==> config.mk <==
export PLATFORM = sky130hd
export DESIGN_NAME = system_qsys_nios2_qsys_oci_dct_packer
export DESIGN_NICKNAME = d
export VERILOG_FILES = /design/src/rtl/system_qsys_nios2_qsys_oci_dct_packer.sv
export SDC_FILE = /design/constraint.sdc
export NUM_CORES = 1
export LEC_CHECK = 0
export CAP_MARGIN = 20
export CORE_MARGIN = 2
export CORE_UTILIZATION = 42
export CTS_CLUSTER_SIZE = 30
export DETAILED_ROUTE_END_ITERATION = 6
export MAX_ROUTING_LAYER = met4
export PLACE_DENSITY_LB_ADDON = 0.2
export SKIP_CTS_REPAIR_TIMING = 1
export SYNTH_ARGS = -nofsm -noshare
export SYNTH_HDL_FRONTEND = slang
export SYNTH_SLANG_ARGS = --single-unit
==> constraint.sdc <==
create_clock -name clk -period 2.8 [get_ports clk]
set_clock_uncertainty 0.1 [all_clocks]
set_input_delay 0.56 -clock clk [delete_from_list [all_inputs] [get_ports clk]]
set_output_delay 0.56 -clock clk [all_outputs]
set_load 0.02 [all_outputs]
==> src/rtl/system_qsys_nios2_qsys_oci_dct_packer.sv <==
// OCI debug-trace packer: packs 2-bit trace symbols into 15-symbol DCT frames
// and hands each closed frame to the trace FIFO through a one-deep valid/ready slot.
module system_qsys_nios2_qsys_oci_dct_packer #(
  parameter int unsigned FLUSH_TIMEOUT = 255
) (
  input  logic        clk,
  input  logic        reset_n,
  input  logic        sym_valid,
  input  logic [1:0]  sym,
  input  logic        flush,
  output logic        frame_valid,
  input  logic        frame_ready,
  output logic [33:0] frame_data,
  output logic [29:0] dct_buffer,
  output logic [3:0]  dct_count,
  output logic        overflow,
  input  logic        ovf_clr
);

  localparam logic [15:0] TIMEOUT = 16'(FLUSH_TIMEOUT);
  localparam logic [3:0]  FULL    = 4'd15;

  typedef enum logic {
    S_FILL,
    S_PENDING
  } state_t;

  state_t      state, state_next;
  logic [15:0] idle_cnt;

  logic        slot_free;
  logic        accept;
  logic        drop;
  logic        timeout_hit;
  logic        close;
  logic        transfer;
  logic [3:0]  fill_count;
  logic [29:0] fill_buffer;
  logic [33:0] pack_data;

  // State register
  // NOTE: every clocked process uses non-blocking assignments so all registers
  // update from the same pre-edge values regardless of process ordering.
  always_ff @(posedge clk or negedge reset_n) begin
    if (!reset_n) state <= S_FILL;
    else          state <= state_next;
  end

  // Next-state logic
  // NOTE: each combinational process assigns a default first so no path
  // leaves a signal unassigned and infers a latch.
  always_comb begin
    state_next = state;
    unique case (state)
      S_FILL:    if (close && !slot_free) state_next = S_PENDING;
      S_PENDING: if (slot_free)           state_next = S_FILL;
      default:   state_next = S_FILL;
    endcase
  end

  // Output / datapath decode. While filling, the count never reaches 15 at rest
  // (a full buffer either transfers or parks in PENDING), so accept needs no full check.
  always_comb begin
    slot_free   = !frame_valid || frame_ready;
    accept      = sym_valid && (state == S_FILL);
    drop        = sym_valid && (state == S_PENDING);
    fill_count  = dct_count + {3'b000, accept};
    fill_buffer = dct_buffer;
    if (accept) fill_buffer = dct_buffer | (30'(sym) << {dct_count, 1'b0});
    timeout_hit = (TIMEOUT != 16'd0) && (idle_cnt == TIMEOUT) && (dct_count != 4'd0);
    close       = (state == S_FILL) &&
                  ((fill_count == FULL) || (flush && fill_count != 4'd0) || timeout_hit);
    transfer    = (close || (state == S_PENDING)) && slot_free;
    pack_data   = (state == S_FILL) ? {fill_count, fill_buffer} : {dct_count, dct_buffer};
  end

  // Packing buffer and output slot
  always_ff @(posedge clk or negedge reset_n) begin
    if (!reset_n) begin
      dct_buffer  <= '0;
      dct_count   <= '0;
      frame_valid <= 1'b0;
      frame_data  <= '0;
    end else if (transfer) begin
      frame_data  <= pack_data;
      frame_valid <= 1'b1;
      dct_buffer  <= '0;
      dct_count   <= '0;
    end else begin
      if (frame_ready) frame_valid <= 1'b0;
      // PENDING freezes the buffer; in FILL this also parks a closed frame.
      if (state == S_FILL) begin
        dct_buffer <= fill_buffer;
        dct_count  <= fill_count;
      end
    end
  end

  // Idle counter, saturating at the timeout so it never wraps past the trigger
  always_ff @(posedge clk or negedge reset_n) begin
    if (!reset_n) begin
      idle_cnt <= '0;
    end else if (transfer || accept || dct_count == 4'd0) begin
      idle_cnt <= '0;
    end else if (state == S_FILL && idle_cnt != TIMEOUT) begin
      idle_cnt <= idle_cnt + 16'd1;
    end
  end

  // Sticky drop flag; a drop in the same cycle as a clear wins
  always_ff @(posedge clk or negedge reset_n) begin
    if (!reset_n)     overflow <= 1'b0;
    else if (drop)    overflow <= 1'b1;
    else if (ovf_clr) overflow <= 1'b0;
  end

endmodule

==> flow_metrics.py <==
metrics = {
    "power": {
        "p_int_uw": 2790,
        "irDropWorstVdd_mv": 0.512,
        "pwr-share-comb_pct": 44.3,
        "switching_share_pct": 36.3,
        "pwr-share-seq_pct": 36.3,
        "switchingPower_uw": 1590,
        "cellPowerDensity_nw_per_um2": 848,
        "leakagePower_uw": 0.00234,
        "p_clk_share_pct": 19.4,
    },
    "sta": {
        "slew_headroom_pct": 58.6,
        "rsz0062_at_grt": "no",
        "hold_violations": 0,
        "fmax_ghz": 0.391,
        "slew_violations": 0,
        "post-route-min-period_ns": 2.56,
        "tns_ns": 0,
        "setup_viol": 0,
        "fin_ws_ns": 0.242,
        "min_period_over_period_pct": 91.3,
        "whs_ns": 0.0553,
        "worst_pin_slew_ns": 0.622,
    },
    "place": {
        "dp.cells": 533,
        "placed_cell_area_um2": 4830,
        "gp_congestion": 0.818,
        "portBuffers": 77,
        "dp_hpwl_mm": 6.27,
        "dp_slack_ns": -0.265,
    },
    "run": {
        "maxCapViolCount": 0,
    },
    "yosys": {
        "ys_warn_count": 0,
        "synth-main-ff-cell": "dfrtp_1",
        "synth_top_cell_by_area": "dfrtp_1",
        "synth_area_um2": 3790,
        "async_reset_ff_share_pct": 100,
        "synthCells": 344,
        "synth_cell_types": 40,
        "synth.area.top_cells": "dfrtp_1 (57%), mux2i_1 (8.2%), nor2_1 (4.2%)",
        "synth_edf_count": 0,
        "syn_avg_cell_area_um2": 11.0,
        "ys_ff_latch": 87,
        "synth_most_common_cell": "dfrtp_1",
        "yosysTopAreaCellShare_pct": 57.4,
        "syn_nets": 355,
        "synthTopCellsByCount": "dfrtp_1 (87), nor2_1 (42), inv_1 (34)",
        "ys_seq_area_share_pct": 57.4,
    },
    "grt": {
        "grt_pass1_vias": 2893,
        "grt-ovfl-total": 0,
        "grt_start_max_net_pins": 54,
        "grt_usage_pct": 19.7,
        "grt_antenna_before_repair": 0,
        "grt_pass1_wl_mm": 14.8,
    },
    "die": {
        "initial_core_util_pct": 43.5,
        "die_w_um": 99.0,
        "num_io_pins": 78,
        "die_h_um": 99.0,
        "core_um2": 8720,
        "die_area_um2": 9810,
        "num_rows": 34,
    },
    "layout": {
        "drive_gt1_share_pct": 10.9,
        "stdcell_count": 556,
        "fin_area_um2": 5160,
        "area_delta_synth_final_pct": 36.0,
        "diodes": 0,
        "fin_nets": 454,
    },
    "setup_path": {
        "cpPeakStageDelay_ns": 0.59,
        "cp-end-kind": "flop",
        "cp.required_ns": 2.93,
        "r2r_slack_ns": 0.24,
        "crit_path_start_kind": "flop",
        "crit_family": "simple AND/OR/NAND/NOR gates",
        "path_cells": "or4_1 -> nor4_4 -> a21oi_2 -> a31oi_4 -> clkbuf_16 -> mux2_1",
        "cp_max_fo": 8,
        "worstPathArrival_ns": 2.68,
        "crit_slowest_cell": "or4_1",
        "path_buf_inv": 1,
        "crit_type": "reg -> reg",
    },
    "routing": {
        "routed_wl_mm": 9.14,
        "vias_per_cell": 5.13,
        "dr.pass1.iters": 4,
        "antenna_left": 0,
        "drtIter0Drc": 83,
        "vias": 2852,
        "drcViolationCount": 0,
        "wl_per_cell_um": 16.4,
    },
    "cts": {
        "cts_tree": "yes",
        "cts_sinks": 87,
        "path_clk_slew_ns": 0.09,
        "cts_buffers": 9,
        "clk_latency_ns": 0.34,
        "clockBufferDepth": 2,
        "h-tree-depth": 3,
        "cts_root_buf": "clkbuf_8",
    },
    "min_path": {
        "hold_path.class": "in -> async",
    },
    "status": {
        "status": "finished, final reports clean",
    },
}
==> power by group through the flow <==
stage	combinational [uW]	clock (uW)	sequential, uW
final	1930	849	1590
after global routing	2080	927	1620
after CTS	1740	871	1580
after detailed placement	1740	0	1600
after global placement	1710	0	1600
after floorplan	806	0	1770
==> flip-flops by register name, indices dropped and copies added (netlist names) <==
register / cells
idle_cnt: 16
state: 1
frame_valid: 1
overflow: 1
frame_data: 34
dct_count: 4
dct_buffer: 30
==> through the flow <==
step           utilization, %  total power (uW)
2_1_floorplan               -              2580
3_3_place_gp             55.4              3310
3_5_place_dp             55.4              3340
4_1_cts                  57.5              4190
5_1_grt                  59.1              4620
6_report                 59.1              4370
==> logic make-up after synthesis <==
| family | share of synthesized area [%] |
|---|---|
| AOI/OAI and AO/OA | 6.33 |
| xor gates and xnor gates | 4.39 |
| adders and majority gates | 0.990 |
| buffers and inverters | 5.58 |
| DFF | 57.4 |
| muxes | 9.96 |
| and+or+nand+nor | 15.3 |
==> layer usage <==
metal  global-route usage, %  part of all wire [%]
met4                    6.43                   1.1
met5                       -                     0
met2                    28.6                    48
met3                    4.33                   4.1
met1                    27.8                    47
==> worst paths after layout <==
| check | startpoint | to | cells after the start |
|---|---|---|---|
| setup / recovery | idle_cnt[9] | frame_data[28] | 6 |
| hold / removal | reset_n | idle_cnt[5] | 1 |
| setup reg to reg | idle_cnt[9] | frame_data[28] | 6 |
| hold reg to reg | frame_data[33] | frame_data[33] | 1 |
| max in group asynchronous | reset_n | frame_data[27] | 2 |
| min in group clk | sym_valid | overflow | 3 |
==> cell usage in the layout (no fill, tap or decap), types with 8 or more instances in the layout <==
cell type        count
xnor2_1             16
inv_1               34
buf_4               16
nor2_1              42
nor2b_1              8
nand2_1              9
clkbuf_8             9
clkdlybuf4s50_1     75
a21oi_1             19
nor3_1              21
dfrtp_1             87
mux2i_1             31
==> area by class of cell <==
class,instances,area [um2]
Inverter,34,128
Timing Repair Buffer,103,1100
Tap cell,108,135
Clock inverter,6,61.3
Clock buffer,10,128
Sequential cell,87,2180
Multi-Input combinational cell,208,1430
Fill cell,733,3560
(Power assumes the default switching activity.)
